**src/rtl/pipeline_hazard_ctrl.sv**
```systemverilog
// rtl/pipeline_hazard_ctrl.sv - pipeline stall/flush/bubble arbitration with optional perf counters
// Optional feature macro: PIPE_HAZARD_PERF_EN (compiles in stall_cycles/bubble_count/flush_count)
module pipeline_hazard_ctrl (
  input  logic        clk,
  input  logic        rst_n,
  input  logic [4:0]  id_rs1_addr,
  input  logic [4:0]  id_rs2_addr,
  input  logic        id_rs1_valid,
  input  logic        id_rs2_valid,
  input  logic [4:0]  ex_rd_addr,
  input  logic        ex_rd_valid,
  input  logic        ex_is_load,
  input  logic        ex_branch_taken,
  input  logic        icache_stall,
  input  logic        dcache_stall,
  output logic        pc_stall,
  output logic        if_id_stall,
  output logic        if_id_flush,
  output logic        id_ex_flush,
  output logic        id_ex_hazard_stall,
  output logic        cache_stall,
  output logic [1:0]  ctrl_state,
  output logic [31:0] stall_cycles,
  output logic [31:0] bubble_count,
  output logic [31:0] flush_count
);

  localparam logic [1:0] ST_RUN        = 2'd0;
  localparam logic [1:0] ST_BUBBLE     = 2'd1;
  localparam logic [1:0] ST_CACHE_WAIT = 2'd2;
  localparam logic [1:0] ST_FLUSH      = 2'd3;

  logic       pending_flush;
  logic       load_use;
  logic       flush_now;
  logic       bubble_now;
  logic [1:0] state_q;
  logic [1:0] state_d;

  // x0 is never a real producer, so it can never cause a load-use hazard
  assign load_use = ex_is_load & ex_rd_valid & (ex_rd_addr != 5'd0) &
                    ((id_rs1_valid & (id_rs1_addr == ex_rd_addr)) |
                     (id_rs2_valid & (id_rs2_addr == ex_rd_addr)));

  assign cache_stall = icache_stall | dcache_stall;
  assign flush_now   = ~cache_stall & (ex_branch_taken | pending_flush);
  assign bubble_now  = ~cache_stall & ~flush_now & load_use;

  assign pc_stall           = cache_stall | bubble_now;
  assign if_id_stall        = cache_stall | bubble_now;
  assign if_id_flush        = flush_now;
  assign id_ex_flush        = flush_now;
  assign id_ex_hazard_stall = bubble_now;

  // A redirect arriving during a miss is remembered and replayed once on release
  always_ff @(posedge clk or negedge rst_n) begin
    if (!rst_n) begin
      pending_flush <= 1'b0;
    end else if (cache_stall) begin
      pending_flush <= pending_flush | ex_branch_taken;
    end else begin
      pending_flush <= 1'b0;
    end
  end

  always_comb begin
    state_d = ST_RUN;
    if (cache_stall) begin
      state_d = ST_CACHE_WAIT;
    end else if (flush_now) begin
      state_d = ST_FLUSH;
    end else if (bubble_now) begin
      state_d = ST_BUBBLE;
    end
  end

  always_ff @(posedge clk or negedge rst_n) begin
    if (!rst_n) begin
      state_q <= ST_RUN;
    end else begin
      state_q <= state_d;
    end
  end

  assign ctrl_state = state_q;

`ifdef PIPE_HAZARD_PERF_EN
  logic [31:0] stall_q;
  logic [31:0] bubble_q;
  logic [31:0] flush_q;

  always_ff @(posedge clk or negedge rst_n) begin
    if (!rst_n) begin
      stall_q  <= 32'd0;
      bubble_q <= 32'd0;
      flush_q  <= 32'd0;
    end else begin
      if (cache_stall) stall_q  <= stall_q + 32'd1;
      if (bubble_now)  bubble_q <= bubble_q + 32'd1;
      if (flush_now)   flush_q  <= flush_q + 32'd1;
    end
  end

  assign stall_cycles = stall_q;
  assign bubble_count = bubble_q;
  assign flush_count  = flush_q;
`else
  assign stall_cycles = 32'd0;
  assign bubble_count = 32'd0;
  assign flush_count  = 32'd0;
`endif

endmodule

```
**config.mk**
```make
export PLATFORM = sky130hd
export DESIGN_NAME = pipeline_hazard_ctrl
export DESIGN_NICKNAME = d
export VERILOG_FILES = /design/src/rtl/pipeline_hazard_ctrl.sv
export SDC_FILE = /design/constraint.sdc
export NUM_CORES = 1
export LEC_CHECK = 0
export CAP_MARGIN = 10
export CORE_MARGIN = 2
export CORE_UTILIZATION = 28
export CTS_CLUSTER_SIZE = 8
export DETAILED_ROUTE_END_ITERATION = 10
export PLACE_DENSITY = 0.88
export SKIP_CTS_REPAIR_TIMING = 1
export SLEW_MARGIN = 40
export SYNTH_ARGS = -nofsm -noshare
export SYNTH_HDL_FRONTEND = slang
export SYNTH_SLANG_ARGS = --single-unit
```
**constraint.sdc**
```tcl
create_clock -name clk -period 3 [get_ports clk]
set_input_delay 0.6 -clock clk [delete_from_list [all_inputs] [get_ports clk]]
set_output_delay 0.6 -clock clk [all_outputs]
set_load 0.01 [all_outputs]
```
==> out/results.tsv, run 1 <==
metric	value	unit
run status	finished clean	
overall routing resource usage	0.0662	
worst vdd ir	0.0000680	V
Critical Path Sink Type	output port	
ratio of cells with drive above 1 in the final layout	0.0606	
crit-path cells	clkdlybuf4s50_1 > nor2_1 > buf_4 > inv_1 > nor2_1 > clkdlybuf4s50_1	
multi-input logic area	548	µm²
Top delay family on crit path	buffers and inverters	
CP Data Arrival Time	2070	ps
Crit Path Max Fanout	3	
Period minus WS final	2670	ps
P&R area growth vs syn	6.67	%
Lkg Pwr	0.603	nW
Clock Sink Count	3	
power per cell area	230	nW/µm²
HP Class	reg2reg	
DR DRC count	0	
cell at the slowest stage of the critical path	clkdlybuf4s50_1	
first drt pass iteration count	2	
Via density	2.86	
largest net degree at the start of global routing	4	
final hold violation count	0	
pre-CTS setup slack	-142	ps
die area	4040	µm²
vias	604	
Cells after DPL	207	
placed cell area	1010	µm²
post-route insts no fill	211	
final setup slack of the worst path	332	ps
Data required, critical path	2400	ps
Core ar.	3360	µm²
fin. max-slew vios	0	
site row count	21	
Max Freq	0.375	GHz
Antenna Diode Count	0	
nets	190	
CTS tree	done	
initial core utilization	0.296	
Antenna Violating Nets Remaining	0	
Buf+Inv Stages, Crit Path	4	
top-level port count	128	
DR WL/cell	7.71	µm
startpoint types	input pin	
kind of critical path	in2out	
CP peak stage delay	550	ps
first-pass GRT wire length	1970	µm
Reg area	75.1	µm²
port bufs	31	
initial antenna violation count	0	
worst skew pair latency	230	ps
Design Power	0.244	mW
number of fillers in the final layout	382	
distinct cell type count after synthesis	16	
Num CTS Buffers	3	
Die Ht	63.6	µm
DRT Wirelength	1630	µm
RSZ-0062 raised after global routing	no	
grt total ovfl	0	
Max clock buf depth	2	
die width	63.6	µm
Yosys Warn Count	0	
vias in the first global route	433	
detailed placement HPWL	1510	µm
CTS root buf	clkbuf_4	
sequential share of the synthesized area	0.0755	
fin area	1060	µm²
Max Cap Violations	0	
synthesized instance count	129	
H-tree Lvls	1	
Syn Area/Cell	7.71	µm²
post-synthesis register bit count	3	
fin crit share	0.889	
CTS clock-pin slew for the worst setup and hold paths	40	ps
drt initial violations	7	
Final GP Congestion	0.753	
Mapped Area	995	µm²
clock skew	1.43	ps
final setup violation count	0	
## stage by stage
step                      utilization  setup TNS [ps]  hold WS [ps]
after floorplan                     -               0           304
after global placement          0.301            -144           464
after detailed placement        0.301            -285           471
after CTS                       0.309            -286           478
after global routing            0.315               0           516
final                           0.315               0           475
## power breakdown
part / internal, mW / switching, mW
Sequential: 0.0430 / 0.000697
Combinational: 0.0469 / 0.0813
Clock: 0.0499 / 0.0219
## cell families after synthesis
logic type / synth area share
buffers and inverters: 0.743
AND/OR/NAND/NOR: 0.0604
other: 0.00377
flip-flops: 0.0755
AO/OA/AOI/OAI: 0.0289
XOR/XNOR: 0.0881
## final cells by class
| type | instances | share of cell area |
|---|---|---|
| multi-input cells | 122 | 0.517 |
| repair buffers | 35 | 0.330 |
| flip-flops and latches | 3 | 0.0708 |
| well taps | 46 | 0.0542 |
| clock buffers | 4 | 0.0248 |
| inverters | 1 | 0.00354 |
## worst register-to-register path, stage by stage, from the launching register on
cell and delay [ps]:
dfrtp_1 350, nor2_1 120, nand2_1 80, a211o_1 310, o22ai_1 140
## cell usage after synthesis
cell type	n	area (µm²)
buf_4	98	736
xor2_1	8	70.1
nor2_1	6	22.5
dfrtp_1	3	75.1
nand2_1	2	7.51
xnor2_1	2	17.5
a211o_1	1	8.76
a32oi_1	1	8.76
and2_0	1	6.26
conb_1	1	3.75
inv_1	1	3.75
nor3_1	1	5.00
nor4_1	1	6.26
nor4_2	1	12.5
o21ai_1	1	5.00
o22ai_1	1	6.26
## per-layer routing
layer  vias to the layer above  global-route usage  wire (µm)
li1                        276                   -          -
met1                       251              0.0591        470
met2                        73               0.128        833
met3                         4              0.0196        299
met4                         0              0.0408         23
met5                         -                   0          0
## layout by cell type (no fill, tap or decap), drive strengths merged
cell           Yosys  routed
nand2              2       2
nor2               6       6
a211o              1       1
buf               98       4
nor3               1       1
dlymetal6s2s       0       4
and2               1       1
o21ai              1       1
xnor2              2       2
a32oi              1       1
xor2               8       8
clkdlybuf4s50      0      27
inv                1       1
conb               1      96
dfrtp              3       3
clkbuf             0       4
o22ai              1       1
nor4               2       2
## state kept, by name (all words and copies together) (netlist names)
register and flops:
ctrl_state 2, pending_flush 1
## path summary, 6_finish.rpt
kind | slack (ps) | cells after the start | endpoint | startpoint
min in group asynchronous | 540 | 1 | ctrl_state[1] | rst_n
hold reg to reg | 480 | 2 | ctrl_state[1] | pending_flush
setup reg to reg | 1900 | 4 | ctrl_state[0] | pending_flush
hold / removal | 480 | 2 | ctrl_state[1] | pending_flush
max in group asynchronous | 2320 | 1 | ctrl_state[0] | rst_n
setup / recovery | 330 | 6 | if_id_flush | icache_stall
No activity file was read; power rests on OpenSTA's default activity.
==> run 2, diff against run 1 <==
--- a/config.mk
+++ b/config.mk
@@ -7,4 +7,5 @@
 export LEC_CHECK = 0
 export CAP_MARGIN = 10
+export CORE_ASPECT_RATIO = 0.6
 export CORE_MARGIN = 2
 export CORE_UTILIZATION = 28
@@ -12,5 +13,4 @@
 export DETAILED_ROUTE_END_ITERATION = 10
 export PLACE_DENSITY = 0.88
-export SKIP_CTS_REPAIR_TIMING = 1
 export SLEW_MARGIN = 40
 export SYNTH_ARGS = -nofsm -noshare
==> constraint.sdc (replaced) <==
create_clock -name clk -period 3 [get_ports clk]
set_input_delay 0.3 -clock clk [delete_from_list [all_inputs] [get_ports clk]]
set_output_delay 0.3 -clock clk [all_outputs]
set_load 0.01 [all_outputs]
==> out/results.tsv, run 2 (same netlist as run 1, synthesis figures left out) <==
metric	value	unit	change
final setup violation count	0		unchanged
detailed placement HPWL	1430	µm	was 1510 µm
drt initial violations	8		was 7
H-tree Lvls	1		unchanged
Final GP Congestion	0.746		was 0.753
DR DRC count	0		unchanged
crit-path cells	clkdlybuf4s50_1 > xor2_1 > nor4_1 > a32oi_1 > o21ai_1 > clkdlybuf4s50_1		was clkdlybuf4s50_1 > nor2_1 > buf_4 > inv_1 > nor2_1 > clkdlybuf4s50_1
CP Data Arrival Time	2230	ps	was 2070 ps
fin crit share	0.844		was 0.889
DR WL/cell	7.36	µm	was 7.71 µm
Antenna Violating Nets Remaining	0		unchanged
run status	finished clean		unchanged
final setup slack of the worst path	469	ps	was 332 ps
largest net degree at the start of global routing	5		was 4
CTS tree	done		unchanged
Crit Path Max Fanout	3		unchanged
Post-Route Hold Slack	261	ps	was 475 ps
vias in the first global route	423		was 433
most frequent CP cell	clkdlybuf4s50_1		
CP peak stage delay	570	ps	was 550 ps
Lkg Pwr	0.549	nW	was 0.603 nW
power per cell area	277	nW/µm²	was 230 nW/µm²
number of fillers in the final layout	372		was 382
vias	554		was 604
HP Class	in2async		was reg2reg
first drt pass iteration count	4		was 2
Die Ht	50.2	µm	was 63.6 µm
Num CTS Buffers	3		unchanged
Via density	2.69		was 2.86
pre-CTS setup slack	482	ps	was -142 ps
Max Freq	0.395	GHz	was 0.375 GHz
CTS root buf	clkbuf_8		was clkbuf_4
Setup Buffers After CTS	0		
die width	80.9	µm	was 63.6 µm
RSZ-0062 raised after global routing	no		unchanged
initial antenna violation count	0		unchanged
top-level port count	128		unchanged
commonest cells after routing, fill and taps aside	conb_1 (96), clkdlybuf4s50_1 (31), xor2_1 (8)		was conb_1 (96), clkdlybuf4s50_1 (27), xor2_1 (8)
initial core utilization	0.299		was 0.296
CTS resizes	0		
clock skew	0.107	ps	was 1.43 ps
Period minus WS final	2530	ps	was 2670 ps
overall routing resource usage	0.0599		was 0.0662
startpoint types	input pin		unchanged
first-pass GRT wire length	1830	µm	was 1970 µm
number of flip-flops in the largest register	2		unchanged
worst vdd ir	0.000198	V	was 0.0000680 V
final hold violation count	0		unchanged
DRT Wirelength	1520	µm	was 1630 µm
Clock Sink Count	3		unchanged
kind of critical path	in2out		unchanged
Core ar.	3320	µm²	was 3360 µm²
cts-stage hold buffer count	0		
CTS clock-pin slew for the worst setup and hold paths	30	ps	was 40 ps
site row count	16		was 21
Critical Path Sink Type	output port		unchanged
port bufs	31		unchanged
setup TNS	0	ps	unchanged
Data required, critical path	2700	ps	was 2400 ps
fin. max-slew vios	0		unchanged
Antenna Diode Count	0		unchanged
Max clock buf depth	2		unchanged
worst skew pair latency	220	ps	was 230 ps
die area	4060	µm²	was 4040 µm²
commonest non-fill, non-tap cell in the layout	conb_1		unchanged
final core occ	0.309		was 0.315
ratio of cells with drive above 1 in the final layout	0.0248		was 0.0606
P&R area growth vs syn	3.27	%	was 6.67%
grt total ovfl	0		unchanged
nets	186		was 190
Max Cap Violations	0		unchanged
cell at the slowest stage of the critical path	clkdlybuf4s50_1		unchanged
run 2: changes by cell type in the layout (fill, tap and decap cells not counted), moves of 3 or more:
cell	change
buf_4	-4
clkdlybuf4s50_1	+4
dlymetal6s2s_1	-4
clkbuf_4	-3
clkbuf_8	+3
run 2: worst max-delay path, delay by kind of cell:
family                 cells  cell delay (ps)
buffers and inverters      2             1050
AO/OA/AOI/OAI              2              380
AND/OR/NAND/NOR            1              300
XOR/XNOR                   1              190
run 2: final timing paths:
check | from | endpoint | slack (ps) | cells after the start
worst max-delay path | ex_rd_addr[2] | pc_stall | 470 | 6
worst min-delay path | rst_n | ctrl_state[1] | 260 | 1
worst max register to register | pending_flush | ctrl_state[0] | 1820 | 4
worst min register to register | pending_flush | pending_flush | 500 | 2
max in group asynchronous | rst_n | ctrl_state[0] | 2610 | 1
min in group clk | pending_flush | pending_flush | 500 | 2
run 2: routing by layer:
metal | share of wire | GRT usage
met1 | 0.28 | 0.0569
met2 | 0.61 | 0.110
met3 | 0.096 | 0.0198
met4 | 0.011 | 0.0395
met5 | 0 | 0
run 2: area by class of cell:
class | count | area [µm²] | share of cell area
Multi-Input combinational cell | 122 | 537 | 0.523
Timing Repair Buffer | 31 | 310 | 0.302
Sequential cell | 3 | 75.1 | 0.0731
Tap cell | 45 | 56.3 | 0.0548
Clock buffer | 4 | 45.0 | 0.0438
Inverter | 1 | 3.75 | 0.00365
run 2: where the power goes:
group          switching (mW)  internal [mW]
clock network          0.0277         0.0907
registers            0.000501         0.0431
logic                  0.0791         0.0436
run 2: through the flow:
stage	instance area, µm²	total power, mW	cells
finish	1030	0.285	206
global route	1030	0.304	206
CTS	1030	0.282	206
detailed placement	982	0.163	202
global placement	982	0.163	202
floorplan	1350	0.211	224
==> run 3, diff against run 2 <==
- CORE_UTILIZATION: 28 -> 26
- PLACE_DENSITY: 0.88 -> 0.82
- clock period: 3 -> 2.6 ns (I/O delays scaled with it)
==> out/results.tsv, run 3 (same netlist as run 1, synthesis figures left out) <==
metric	value	unit	change
HP Class	in2async		unchanged
commonest cells after routing, fill and taps aside	conb_1 (96), clkdlybuf4s50_1 (31), xor2_1 (8)		unchanged
power per cell area	314	nW/µm²	was 277 nW/µm²
CTS resizes	0		unchanged
Flop pwr share	0.154		was 0.153
worst vdd ir	0.000111	V	was 0.000198 V
Num CTS Buffers	3		unchanged
Worst path depth	6		unchanged
worst reg2reg endpoint	ctrl_state[0]		unchanged
setup TNS	0	ps	unchanged
cell at the slowest stage of the critical path	clkdlybuf4s50_1		unchanged
switching fraction of total power	0.370		was 0.377
P_int	0.205	mW	was 0.177 mW
Setup Buffers After CTS	0		unchanged
r2r startpoint	pending_flush		unchanged
Critical Path Sink Type	output port		unchanged
Top delay family on crit path	buffers and inverters		unchanged
Final GP Congestion	0.741		was 0.746
fin. max-slew vios	0		unchanged
number of flip-flops in the largest register	2		unchanged
CTS clock-pin slew for the worst setup and hold paths	30	ps	about the same
Clock Sink Count	3		unchanged
Via density	2.62		was 2.69
net switching power of the design	0.121	mW	was 0.107 mW
critical path launch point	ex_rd_addr[3]		was ex_rd_addr[2]
die width	83.9	µm	was 80.9 µm
Crit Path Max Fanout	3		unchanged
CTS root buf	clkbuf_8		unchanged
fin crit share	0.934		
RSZ-0062 raised after global routing	no		unchanged
first-pass GRT wire length	1770	µm	was 1830 µm
number of fillers in the final layout	408		was 372
detailed placement HPWL	1320	µm	was 1430 µm
Antenna Diode Count	0		unchanged
Max clock buf depth	2		unchanged
Die Ht	51.9	µm	was 50.2 µm
CP Data Arrival Time	2170	ps	was 2230 ps
Core ar.	3660	µm²	was 3320 µm²
Max Freq	0.412	GHz	
Design Power	0.326	mW	was 0.285 mW
clock skew	0.864	ps	was 0.107 ps
final setup violation count	0		unchanged
Antenna Violating Nets Remaining	0		unchanged
Post-Route Hold Slack	228	ps	was 261 ps
Lkg Pwr	0.554	nW	was 0.549 nW
worst skew pair latency	210	ps	was 220 ps
commonest non-fill, non-tap cell in the layout	conb_1		unchanged
H-tree Lvls	1		unchanged
most frequent CP cell	clkdlybuf4s50_1		unchanged
Comb power frac	0.434		was 0.431
CP peak stage delay	570	ps	about the same
kind of critical path	in2out		unchanged
vias	548		was 554
nets	187		was 186
DR WL/cell	6.86	µm	was 7.36 µm
run status	finished clean		unchanged
reg-to-reg slack, setup	1430	ps	was 1820 ps
ratio of cells with drive above 1 in the final layout	0.0309		was 0.0248
drt initial violations	4		was 8
overall routing resource usage	0.0524		was 0.0599
initial core utilization	0.272		was 0.299
Setup crit end	pc_stall		unchanged
first drt pass iteration count	4		unchanged
grt total ovfl	0		unchanged
site row count	17		was 16
P&R area growth vs syn	4.28	%	was 3.27%
startpoint types	input pin		unchanged
crit-path cells	clkdlybuf4s50_1 > xor2_1 > nor4_2 > a32oi_1 > o21ai_1 > clkdlybuf4s50_1		was clkdlybuf4s50_1 > xor2_1 > nor4_1 > a32oi_1 > o21ai_1 > clkdlybuf4s50_1
cts-stage hold buffer count	0		unchanged
R2R depth	4		unchanged
DR DRC count	0		unchanged
Clk pwr share	0.411		was 0.416
Data required, critical path	2340	ps	was 2700 ps
largest net degree at the start of global routing	5		unchanged
die area	4350	µm²	was 4060 µm²
final hold violation count	0		unchanged
CTS tree	done		unchanged
Buf+Inv Stages, Crit Path	2		unchanged
DRT Wirelength	1430	µm	was 1520 µm
vias in the first global route	409		was 423
top-level port count	128		unchanged
Period minus WS final	2430	ps	
initial antenna violation count	0		unchanged
Max Cap Violations	0		unchanged
port bufs	31		unchanged
==> run 3: cell count changes in the layout (fill, tap and decap cells not counted), sizes merged <==
cell	change
buf	+1
==> run 3: how the worst min path moves through the flow <==
stage | endpoint | slack [ps] | cells past startpoint
2_1_floorplan | ctrl_state[0] | -40 | 0
3_3_place_gp | ctrl_state[1] | 450 | 1
3_5_place_dp | ctrl_state[1] | 450 | 1
4_1_cts | ctrl_state[1] | 230 | 1
5_1_grt | pending_flush | 230 | 1
6_report | pending_flush | 230 | 1
==> run 3: layer usage <==
metal	share of wire	routed length, µm	global-route usage	up-vias
li1	-	-	-	269
met1	0.29	421	0.0533	241
met2	0.61	869	0.0960	36
met3	0.087	125	0.0127	2
met4	0.012	17	0.0403	0
met5	0	0	0	-
==> run 3: cell type report <==
type / count / area, µm² / area share
clock buffers: 4 / 45.0 / 0.0434
repair buffers: 32 / 318 / 0.306
inverters: 1 / 3.75 / 0.00362
well taps: 47 / 58.8 / 0.0567
multi-input cells: 122 / 537 / 0.517
flip-flops and latches: 3 / 75.1 / 0.0724
==> run 3: per-stage QoR <==
stage               instances  cell area [µm²]  utilization  setup WS [ps]
floorplan                 224             1350            -           1040
global placement          205              992        0.271            152
detailed placement        205              992        0.271            159
CTS                       209             1040        0.284            142
global route              209             1040        0.284           5.29
finish                    209             1040        0.284            172
==> run 3: power by group through the flow <==
| stage | Clock (mW) | Sequential [mW] | Combinational [mW] |
|---|---|---|---|
| after floorplan | 0 | 0.0516 | 0.192 |
| after global placement | 0 | 0.0508 | 0.138 |
| after detailed placement | 0 | 0.0509 | 0.138 |
| after CTS | 0.136 | 0.0504 | 0.139 |
| after global routing | 0.147 | 0.0506 | 0.156 |
| final | 0.134 | 0.0503 | 0.142 |
==> run 3: worst register-to-register path: cells and delay by family, from the launching register on <==
kind	cells	cell delay, ps
compound gates	2	430
flops	1	350
simple gates	2	310
